## src/rtl/apb_master_bridge.sv

```systemverilog
// ============================================================================
// Module   : apb_master_bridge
// Brief    : Valid/ready command channel to APB4 requester (PSTRB/PPROT).
//            Optional access watchdog enabled by defining APB_TIMEOUT_EN.
// Revision : 1.0
// ============================================================================
`default_nettype none

module apb_master_bridge #(
    parameter int ADDR_W      = 32,
    parameter int DATA_W      = 32,
    parameter int TIMEOUT_CYC = 256
) (
    input  logic                  pclk_i,
    input  logic                  presetn_i,
    input  logic                  cmd_valid_i,
    output logic                  cmd_ready_o,
    input  logic                  cmd_write_i,
    input  logic [ADDR_W-1:0]     cmd_addr_i,
    input  logic [DATA_W-1:0]     cmd_wdata_i,
    input  logic [DATA_W/8-1:0]   cmd_strb_i,
    input  logic [2:0]            cmd_prot_i,
    output logic                  rsp_valid_o,
    input  logic                  rsp_ready_i,
    output logic [DATA_W-1:0]     rsp_rdata_o,
    output logic                  rsp_slverr_o,
    output logic                  rsp_timeout_o,
    output logic [ADDR_W-1:0]     paddr_o,
    output logic                  psel_o,
    output logic                  penable_o,
    output logic                  pwrite_o,
    output logic [DATA_W-1:0]     pwdata_o,
    output logic [DATA_W/8-1:0]   pstrb_o,
    output logic [2:0]            pprot_o,
    input  logic                  pready_i,
    input  logic [DATA_W-1:0]     prdata_i,
    input  logic                  pslverr_i
);

    localparam int STRB_W = DATA_W / 8;

    typedef enum logic [1:0] {
        S_IDLE   = 2'd0,
        S_SETUP  = 2'd1,
        S_ACCESS = 2'd2,
        S_RESP   = 2'd3
    } state_t;

    state_t              state_q;
    logic [ADDR_W-1:0]   paddr_q;
    logic                psel_q;
    logic                penable_q;
    logic                pwrite_q;
    logic [DATA_W-1:0]   pwdata_q;
    logic [STRB_W-1:0]   pstrb_q;
    logic [2:0]          pprot_q;
    logic                rsp_valid_q;
    logic [DATA_W-1:0]   rsp_rdata_q;
    logic                rsp_slverr_q;
    logic                tmo_hit;

`ifdef APB_TIMEOUT_EN
    localparam int CNT_W = (TIMEOUT_CYC > 1) ? $clog2(TIMEOUT_CYC) : 1;

    logic [CNT_W-1:0] tmo_cnt_q;
    logic             rsp_timeout_q;

    assign tmo_hit = (tmo_cnt_q == CNT_W'(TIMEOUT_CYC - 1));

    // Counts ACCESS cycles spent waiting; pready in the limit cycle still wins.
    always_ff @(posedge pclk_i or negedge presetn_i) begin
        if (!presetn_i) begin
            tmo_cnt_q     <= '0;
            rsp_timeout_q <= 1'b0;
        end else begin
            if (state_q == S_SETUP) begin
                tmo_cnt_q <= '0;
            end else if (state_q == S_ACCESS && !pready_i && !tmo_hit) begin
                tmo_cnt_q <= tmo_cnt_q + 1'b1;
            end

            if (state_q == S_ACCESS && !pready_i && tmo_hit) begin
                rsp_timeout_q <= 1'b1;
            end else if (state_q == S_RESP && rsp_ready_i) begin
                rsp_timeout_q <= 1'b0;
            end
        end
    end

    assign rsp_timeout_o = rsp_timeout_q;
`else
    // Watchdog absent: the limit parameter is accepted but never fires.
    assign tmo_hit       = 1'b0 && (TIMEOUT_CYC > 0);
    assign rsp_timeout_o = 1'b0;
`endif

    always_ff @(posedge pclk_i or negedge presetn_i) begin
        if (!presetn_i) begin
            state_q      <= S_IDLE;
            paddr_q      <= '0;
            psel_q       <= 1'b0;
            penable_q    <= 1'b0;
            pwrite_q     <= 1'b0;
            pwdata_q     <= '0;
            pstrb_q      <= '0;
            pprot_q      <= '0;
            rsp_valid_q  <= 1'b0;
            rsp_rdata_q  <= '0;
            rsp_slverr_q <= 1'b0;
        end else begin
            case (state_q)
                S_IDLE: begin
                    if (cmd_valid_i) begin
                        paddr_q  <= cmd_addr_i;
                        pwrite_q <= cmd_write_i;
                        pwdata_q <= cmd_wdata_i;
                        pstrb_q  <= cmd_write_i ? cmd_strb_i : '0;
                        pprot_q  <= cmd_prot_i;
                        psel_q   <= 1'b1;
                        state_q  <= S_SETUP;
                    end
                end
                S_SETUP: begin
                    penable_q <= 1'b1;
                    state_q   <= S_ACCESS;
                end
                S_ACCESS: begin
                    if (pready_i) begin
                        psel_q       <= 1'b0;
                        penable_q    <= 1'b0;
                        rsp_rdata_q  <= pwrite_q ? '0 : prdata_i;
                        rsp_slverr_q <= pslverr_i;
                        rsp_valid_q  <= 1'b1;
                        state_q      <= S_RESP;
                    end else if (tmo_hit) begin
                        psel_q       <= 1'b0;
                        penable_q    <= 1'b0;
                        rsp_rdata_q  <= '0;
                        rsp_slverr_q <= 1'b1;
                        rsp_valid_q  <= 1'b1;
                        state_q      <= S_RESP;
                    end
                end
                S_RESP: begin
                    if (rsp_ready_i) begin
                        rsp_valid_q <= 1'b0;
                        state_q     <= S_IDLE;
                    end
                end
                default: begin
                    state_q <= S_IDLE;
                end
            endcase
        end
    end

    // Gated by reset so the channel reads not-ready while presetn is low.
    assign cmd_ready_o  = (state_q == S_IDLE) && presetn_i;

    assign rsp_valid_o  = rsp_valid_q;
    assign rsp_rdata_o  = rsp_rdata_q;
    assign rsp_slverr_o = rsp_slverr_q;
    assign paddr_o      = paddr_q;
    assign psel_o       = psel_q;
    assign penable_o    = penable_q;
    assign pwrite_o     = pwrite_q;
    assign pwdata_o     = pwdata_q;
    assign pstrb_o      = pstrb_q;
    assign pprot_o      = pprot_q;

endmodule

`default_nettype wire

```

## config.mk

```make
export PLATFORM = sky130hd
export DESIGN_NAME = apb_master_bridge
export DESIGN_NICKNAME = d
export VERILOG_FILES = /design/src/rtl/apb_master_bridge.sv
export SDC_FILE = /design/constraint.sdc
export NUM_CORES = 1
export LEC_CHECK = 0
export BUFFER_PORTS_ARGS = -buffer_cell sky130_fd_sc_hd__buf_4
export CAP_MARGIN = 15
export CORE_MARGIN = 3
export CORE_UTILIZATION = 45
export DETAILED_ROUTE_END_ITERATION = 6
export PLACE_DENSITY = 0.81
export SLEW_MARGIN = 20
export SYNTH_ARGS = -nofsm -noshare
export SYNTH_HDL_FRONTEND = slang
export SYNTH_SLANG_ARGS = --single-unit
```

## constraint.sdc

```tcl
create_clock -name pclk_i -period 2.1 [get_ports pclk_i]
set_clock_uncertainty 0.2 [all_clocks]
set_input_delay 0.21 -clock pclk_i [delete_from_list [all_inputs] [get_ports pclk_i]]
set_output_delay 0.21 -clock pclk_i [all_outputs]
set_load 0.01 [all_outputs]
```

==> impl_metrics.sql, run 1 <==
INSERT INTO impl_metrics (metric_group, metric, value, unit) VALUES
('cells_and_area', 'filler_cell_count', '517', ''),
('hold_path', 'hold_class', 'in2reg', ''),
('clocking', 'post_cts.repair.setup_buffers', '0', ''),
('grt', 'gr-usage-all-layers', '0.251', ''),
('clocking', 'clock-sinks', '110', ''),
('clocking', 'worst_skew_late_latency', '0.34', 'ns'),
('setup_path', 'crit_required', '1.69', 'ns'),
('yosys', 'synthesis.area', '4530', 'um2'),
('placement', 'gp_weighted_congestion', '0.773', ''),
('cells_and_area', 'layout.cells.non_filler', '801', ''),
('setup_path', 'r2r_setup_slack', '0.16', 'ns'),
('sta', 'final_min_period_over_clock_period', '0.942', ''),
('yosys', 'netlist.top_cell.by_area', 'dfrtp_1', ''),
('yosys', 'yosysSeqAreaShare', '0.608', ''),
('power_and_ir_drop', 'swShare', '0.348', ''),
('power_and_ir_drop', 'power_frac_clock', '0.128', ''),
('cells_and_area', 'final-seq-area', '2750', 'um2'),
('detailed_routing', 'ant_nets', '0', ''),
('yosys', 'async_reset_ff_frac', '1.00', ''),
('sta', 'setup-tns-final', '0', 'ns'),
('power_and_ir_drop', 'totalPowerFinal', '9.99', 'mW'),
('sta', 'timing.final.crit_period', '1.98', 'ns'),
('clocking', 'tritoncts', 'yes', ''),
('sta', 'report.final.hold_viol_count', '0', ''),
('setup_path', 'crit_path_start_kind', 'register', ''),
('grt', 'grt_max_degree', '111', ''),
('die', 'floorplan.core_area', '9500', 'um2'),
('grt', 'grt_antenna_before_repair', '1', ''),
('clocking', 'number_of_buffers_between_clock_root_and_the_deepest_sink', '2', ''),
('yosys', 'count_of_flip_flops_with_a_built_in_enable_after_synthesis', '0', ''),
('cells_and_area', 'finish.instance_area', '7650', 'um2'),
('detailed_routing', 'initialDrtViolationCount', '195', ''),
('power_and_ir_drop', 'seq_power_share', '0.388', ''),
('placement', 'placedInstanceArea', '6310', 'um2'),
('grt', 'grt.overflow.total', '0', ''),
('sta', 'fmaxAchievable', '506', 'MHz'),
('setup_path', 'arrival', '1.57', 'ns'),
('yosys', 'synth-warning-count', '0', ''),
('die', 'die_height', '106', 'um'),
('detailed_routing', 'vias', '3842', ''),
('yosys', 'synthFlopType', 'dfrtp_1', ''),
('clocking', 'clockRootBuffer', 'clkbuf_8', ''),
('yosys', 'synthDistinctLibCells', '23', ''),
('yosys', 'postSynthNetCount', '453', ''),
('placement', 'detailedPlacementHpwl', '8520', 'um'),
('cells_and_area', 'design.final.nets', '782', ''),
('sta', 'rsz0062_at_grt', 'no', ''),
('clocking', 'numCtsBuffers', '9', ''),
('detailed_routing', 'route.final.wire_length', '14100', 'um'),
('die', 'die_ar', '11300', 'um2'),
('setup_path', 'critical_path.cell_chain', 'inv_1 -> ha_1 -> and2_1 -> buf_4', ''),
('detailed_routing', 'number_of_search_and_repair_iterations_in_the_first_detailed_routing_pass', '6', ''),
('run_status', 'run_status', 'completed', ''),
('power_and_ir_drop', 'sw_pwr', '3.48', 'mW'),
('placement', 'io_buffers', '218', ''),
('sta', 'setup_viol', '0', ''),
('power_and_ir_drop', 'power_internal', '6.52', 'mW'),
('setup_path', 'slowest_delay', '0.42', 'ns'),
('detailed_routing', 'vias_per_cell', '4.80', ''),
('sta', 'report.final.slew_viol_count', '0', ''),
('detailed_routing', 'number_of_remaining_drc_errors', '0', ''),
('power_and_ir_drop', 'power.density', '1310', 'nW/um2'),
('yosys', 'synthCells', '337', ''),
('cells_and_area', 'layout_overhead_on_the_synthesized_area', '69.0', '%'),
('setup_path', 'slowest_stage', 'dfrtp_1', ''),
('cells_and_area', 'drive_above_1_share', '0.465', ''),
('yosys', 'syn_avg_cell_area', '13.4', 'um2'),
('clocking', 'clk_pin_slew', '0.10', 'ns'),
('cells_and_area', 'multiInputGateArea', '1660', 'um2'),
('die', 'num_io_pins', '220', ''),
('setup_path', 'crit_fanout', '5', '');
[path summary, 6_finish.rpt]
check | depth (start not counted) | to | startpoint
hold reg to reg | 2 | rsp_rdata_o[11] | rsp_rdata_o[11]
min in group asynchronous | 3 | pwdata_o[16] | presetn_i
max in group asynchronous | 3 | pstrb_o[2] | presetn_i
setup / recovery | 4 | cmd_ready_o | state_q[0]
setup reg to reg | 6 | rsp_valid_o | state_q[0]
hold / removal | 3 | penable_o | pready_i
[metal layers]
metal,track usage,part of all wire,vias up,routed length (um)
met2,0.456,0.53,164,7510
met1,0.273,0.36,1854,5090
met4,0.106,0.036,0,507
li1,-,-,1786,-
met3,0.0692,0.068,38,964
met5,0,0,-,0
[power groups by stage]
stage / combinational (mW) / sequential (mW) / clock (mW)
after CTS: 4.75 / 3.83 / 1.31
after global routing: 5.17 / 4.01 / 1.39
after global placement: 4.42 / 3.79 / 0
after floorplan: 1.90 / 4.19 / 0
final: 4.83 / 3.88 / 1.28
after detailed placement: 4.56 / 3.87 / 0
[worst max-delay path, delay by kind of cell (launching register included)]
family	cells	cell delay, ns
flops	1	0.42
buf+inv	2	0.32
fa+ha+maj	1	0.31
simple gates	1	0.17
[stage by stage]
stage	utilization	worst slack [ns]
5_1_grt	0.805	0.0256
3_3_place_gp	0.664	0.310
6_report	0.805	0.122
2_1_floorplan	-	0.367
4_1_cts	0.804	0.0734
3_5_place_dp	0.664	0.239
[timing repair]
| item | 4_1_cts | 5_1_grt |
|---|---|---|
| hold buffers | 113 | 0 |
| endpoints found under the setup margin | 0 | 1 |
| gates resized for setup | 0 | 2 |
| hold endpoints to repair | 217 | 0 |
[sequential cells by signal, summed over array words and instances (netlist names)]
register / cells
psel_o: 1
pstrb_o: 4
rsp_valid_o: 1
paddr_o: 32
rsp_slverr_o: 1
rsp_rdata_o: 32
pprot_o: 3
penable_o: 1
pwrite_o: 1
pwdata_o: 32
state_q: 2
[cells in the mapped netlist, types with 2 or more instances]
cell	count
dfrtp_1	110
nand2_1	44
mux2_2	38
o21ai_0	37
nand2b_1	34
mux2_4	32
clkbuf_1	7
buf_2	6
ha_1	6
buf_6	5
inv_1	4
mux2i_1	2
nor2_1	2
[cell usage in the layout, fill, tap and decap left out]
cell,instances
buf_12,4
inv_1,4
o221a_2,1
bufinv_16,1
o2bb2ai_1,1
mux2i_1,2
clkinv_4,1
ha_4,1
a21oi_1,1
nor2_1,2
dlygate4sd3_1,113
mux2_4,32
nand2_1,43
nand4_1,1
a21o_1,1
a31oi_1,1
nand2b_1,34
diode_2,1
o211a_1,1
clkinvlp_4,3
mux2_2,38
buf_4,220
and2_1,1
dfrtp_1,110
conb_1,1
clkbuf_1,1
inv_6,1
clkbuf_8,9
nand2_4,1
o21ai_0,37
ha_1,5
[cell type report]
cell class              instances  area share
clock buffers                  10      0.0167
clock inverters                 6     0.00916
inverters                       4     0.00196
multi-input cells             204       0.217
well taps                     129      0.0211
repair buffers                337       0.374
diodes                          1    0.000327
flip-flops and latches        110       0.360
[cell families (layout without fill, tap and decap cells)]
kind of cell | after synthesis | in the layout | share of synthesized area
simple gates | 82 | 82 | 0.0879
fa+ha+maj | 6 | 6 | 0.0166
mux | 72 | 72 | 0.205
compound gates | 43 | 43 | 0.0517
flops | 110 | 110 | 0.608
other cells | 1 | 2 | 0.000828
buf+inv | 23 | 357 | 0.0299
No activity file was read; power rests on OpenSTA's default activity.
==> run 2, diff against run 1 <==
--- a/config.mk
+++ b/config.mk
@@ -8,9 +8,10 @@
 export BUFFER_PORTS_ARGS = -buffer_cell sky130_fd_sc_hd__buf_4
 export CAP_MARGIN = 15
 export CORE_MARGIN = 3
-export CORE_UTILIZATION = 45
+export CORE_UTILIZATION = 46
 export DETAILED_ROUTE_END_ITERATION = 6
-export PLACE_DENSITY = 0.81
+export GPL_TIMING_DRIVEN = 0
+export PLACE_DENSITY = 0.83
 export SLEW_MARGIN = 20
 export SYNTH_ARGS = -nofsm -noshare
 export SYNTH_HDL_FRONTEND = slang
==> run 2 against run 1 <==
  * The run now ends with negative hold slack left
  * Register-to-register slack worse by 0.03 ns
  * Sequential share of layout area is 0.19 points lower
  * Routed wire length is 7.1% higher
  * Via count is 5.1% higher
  * Worst setup slack better by 0.011 ns
  * Combinational power is 2% higher
  * Die area is 2.0% lower
  * Critical path type is now reg2reg
  * Largest cell class unchanged
  * Largest power group unchanged
==> impl_metrics.sql, run 2 (synthesis gave the netlist of run 1 again) <==
INSERT INTO impl_metrics (metric_group, metric, value, unit) VALUES
('detailed_routing', 'avgRoutedWirePerCell', '18.6', 'um'),
('clocking', 'worst_skew_late_latency', '0.34', 'ns'),
('clocking', 'post_cts.repair.setup_buffers', '0', ''),
('sta', 'slew_headroom', '0.339', ''),
('setup_path', 'timing.critical_path.to_type', 'register', ''),
('die', 'die_ar', '11100', 'um2'),
('grt', 'gr-usage-all-layers', '0.278', ''),
('run_status', 'failed_checks', 'negative hold slack', ''),
('sta', 'fmaxAchievable', '508', 'MHz'),
('detailed_routing', 'number_of_search_and_repair_iterations_in_the_first_detailed_routing_pass', '4', ''),
('sta', 'report.final.hold_viol_count', '110', ''),
('hold_path', 'hold_class', 'in2async', ''),
('cells_and_area', 'insertedDiodeCount', '0', ''),
('detailed_routing', 'vias', '4039', ''),
('setup_path', 'crit_fanout', '10', ''),
('setup_path', 'crit_required', '2.15', 'ns'),
('setup_path', 'crit_type', 'reg2reg', ''),
('sta', 'rsz0062_at_grt', 'no', ''),
('die', 'initial_core_util', '0.481', ''),
('placement', 'placedCellCount', '684', ''),
('cells_and_area', 'drive_above_1_share', '0.469', ''),
('cells_and_area', 'layout_overhead_on_the_synthesized_area', '69.9', '%'),
('setup_path', 'worstReg2RegStart', 'state_q[1]', ''),
('power_and_ir_drop', 'maximum_vdd_ir_drop', '0.828', 'mV'),
('detailed_routing', 'ant_nets', '0', ''),
('detailed_routing', 'route.final.wire_length', '15100', 'um'),
('detailed_routing', 'vias_per_cell', '4.97', ''),
('sta', 'report.final.slew_viol_count', '0', ''),
('die', 'fp.dieW', '105', 'um'),
('setup_path', 'slowest_delay', '0.44', 'ns'),
('power_and_ir_drop', 'cellLeakagePower', '3.83', 'nW'),
('setup_path', 'slowest_stage', 'dfrtp_1', ''),
('clocking', 'clockRootBuffer', 'clkbuf_8', ''),
('power_and_ir_drop', 'power.density', '1330', 'nW/um2'),
('clocking', 'max_h_tree_level', '3', ''),
('grt', 'grt.overflow.total', '0', ''),
('setup_path', 'cpLargestDelayFamily', 'buffers and inverters', ''),
('detailed_routing', 'number_of_remaining_drc_errors', '0', ''),
('setup_path', 'crit_cells', '6', ''),
('cells_and_area', 'layout_commonest_cell', 'buf_4', ''),
('die', 'floorplan.core_area', '9420', 'um2'),
('sta', 'setup-tns-final', '0', 'ns'),
('clocking', 'clk_pin_slew', '0.11', 'ns'),
('sta', 'timing.final.crit_period', '1.97', 'ns'),
('setup_path', 'worst-r2r-cell-count', '6', ''),
('clocking', 'number_of_buffers_between_clock_root_and_the_deepest_sink', '2', ''),
('grt', 'grt_max_degree', '112', ''),
('run_status', 'run_status', 'complete, but fails checks', ''),
('die', 'die_height', '105', 'um'),
('sta', 'hold-worst-slack', '-0.264', 'ns'),
('detailed_routing', 'initialDrtViolationCount', '192', ''),
('grt', 'global_route_wire_length_before_repair', '24000', 'um'),
('setup_path', 'r2r_setup_slack', '0.13', 'ns'),
('cells_and_area', 'layout.cells.non_filler', '813', ''),
('sta', 'final_min_period_over_clock_period', '0.937', ''),
('setup_path', 'critical_path.cell_chain', 'inv_1 -> ha_1 -> nand2_1 -> buf_6 -> buf_6 -> mux2_4', ''),
('grt', 'grt_antenna_before_repair', '0', ''),
('clocking', 'numCtsBuffers', '9', ''),
('die', 'num_io_pins', '220', ''),
('clocking', 'tritoncts', 'yes', ''),
('setup_path', 'cp_common_cell', 'buf_6', ''),
('flow_run', 'maxCapViolations', '0', ''),
('placement', 'io_buffers', '218', ''),
('sta', 'setup_viol', '0', ''),
('placement', 'gp_weighted_congestion', '0.751', ''),
('clocking', 'clock-sinks', '110', ''),
('grt', 'grt_pass1_vias', '4532', ''),
('setup_path', 'critical_path.reg2reg.endpoint', 'pwdata_o[24]', ''),
('setup_path', 'path_buf_inv', '3', ''),
('setup_path', 'crit_path_start_kind', 'register', ''),
('clocking', 'cts_hold_repair.buffers', '113', ''),
('die', 'floorplan.rows', '35', ''),
('cells_and_area', 'design.final.nets', '795', ''),
('setup_path', 'arrival', '2.02', 'ns'),
('cells_and_area', 'most-common-layout-cells', '218 x buf_4, 113 x dlygate4sd3_1, 110 x dfrtp_1', ''),
('sta', 'worstMarginPinSlew', '0.991', 'ns'),
('placement', 'detailedPlacementHpwl', '8680', 'um');
run 2: cell count changes in the layout (fill, tap and decap cells not counted), sizes merged, moves of 2 or more:
cell | previous run | this run
clkbuf | 10 | 16
buf | 224 | 230
clkinvlp | 3 | 0
inv | 5 | 7
run 2: where the power goes:
group | internal [mW] | leakage, nW | switching (mW)
combinational | 2.80 | 2.38 | 2.13
clock | 0.690 | 0.116 | 0.756
sequential | 3.15 | 1.33 | 0.705
run 2: layout make-up:
cell class | instances | area [um2]
clock buffer | 9 | 124
inverter | 4 | 15.0
buffer | 19 | 124
sequential | 110 | 2750
multi-input combinational | 204 | 1640
fill | 484 | 1720
tap | 129 | 161
clock inverter | 7 | 103
timing repair buffer | 331 | 2770
run 2: routing by layer:
layer	vias up	wire, um	track usage
li1	1812	-	-
met1	1970	5570	0.311
met2	212	7940	0.495
met3	45	1070	0.0766
met4	0	495	0.119
met5	-	0	0
run 2: worst max path at each step:
stage                         to  slack (ns)  startpoint
floorplan             paddr_o[0]        0.37  state_q[0]
global placement     cmd_ready_o        0.04   presetn_i
detailed placement   paddr_o[23]        0.16  state_q[0]
CTS                  rsp_valid_o        0.09  state_q[0]
global route          pprot_o[2]        0.04  state_q[0]
finish              pwdata_o[24]        0.13  state_q[1]
run 2: timing repair:
item | 4_1_cts | 5_1_grt
endpoints found under the setup margin | 0 | 13
gates resized for setup | 0 | 7
hold endpoints to repair | 218 | 110
run 2: through the flow:
stage	power (mW)	setup slack, ns	area, um2	util
after global routing	10.8	0.0401	7690	0.817
after CTS	10.1	0.0939	7690	0.816
final	10.2	0.133	7690	0.817
after global placement	8.23	0.0410	6320	0.672
after floorplan	6.09	0.367	4530	-
after detailed placement	8.44	0.157	6330	0.672
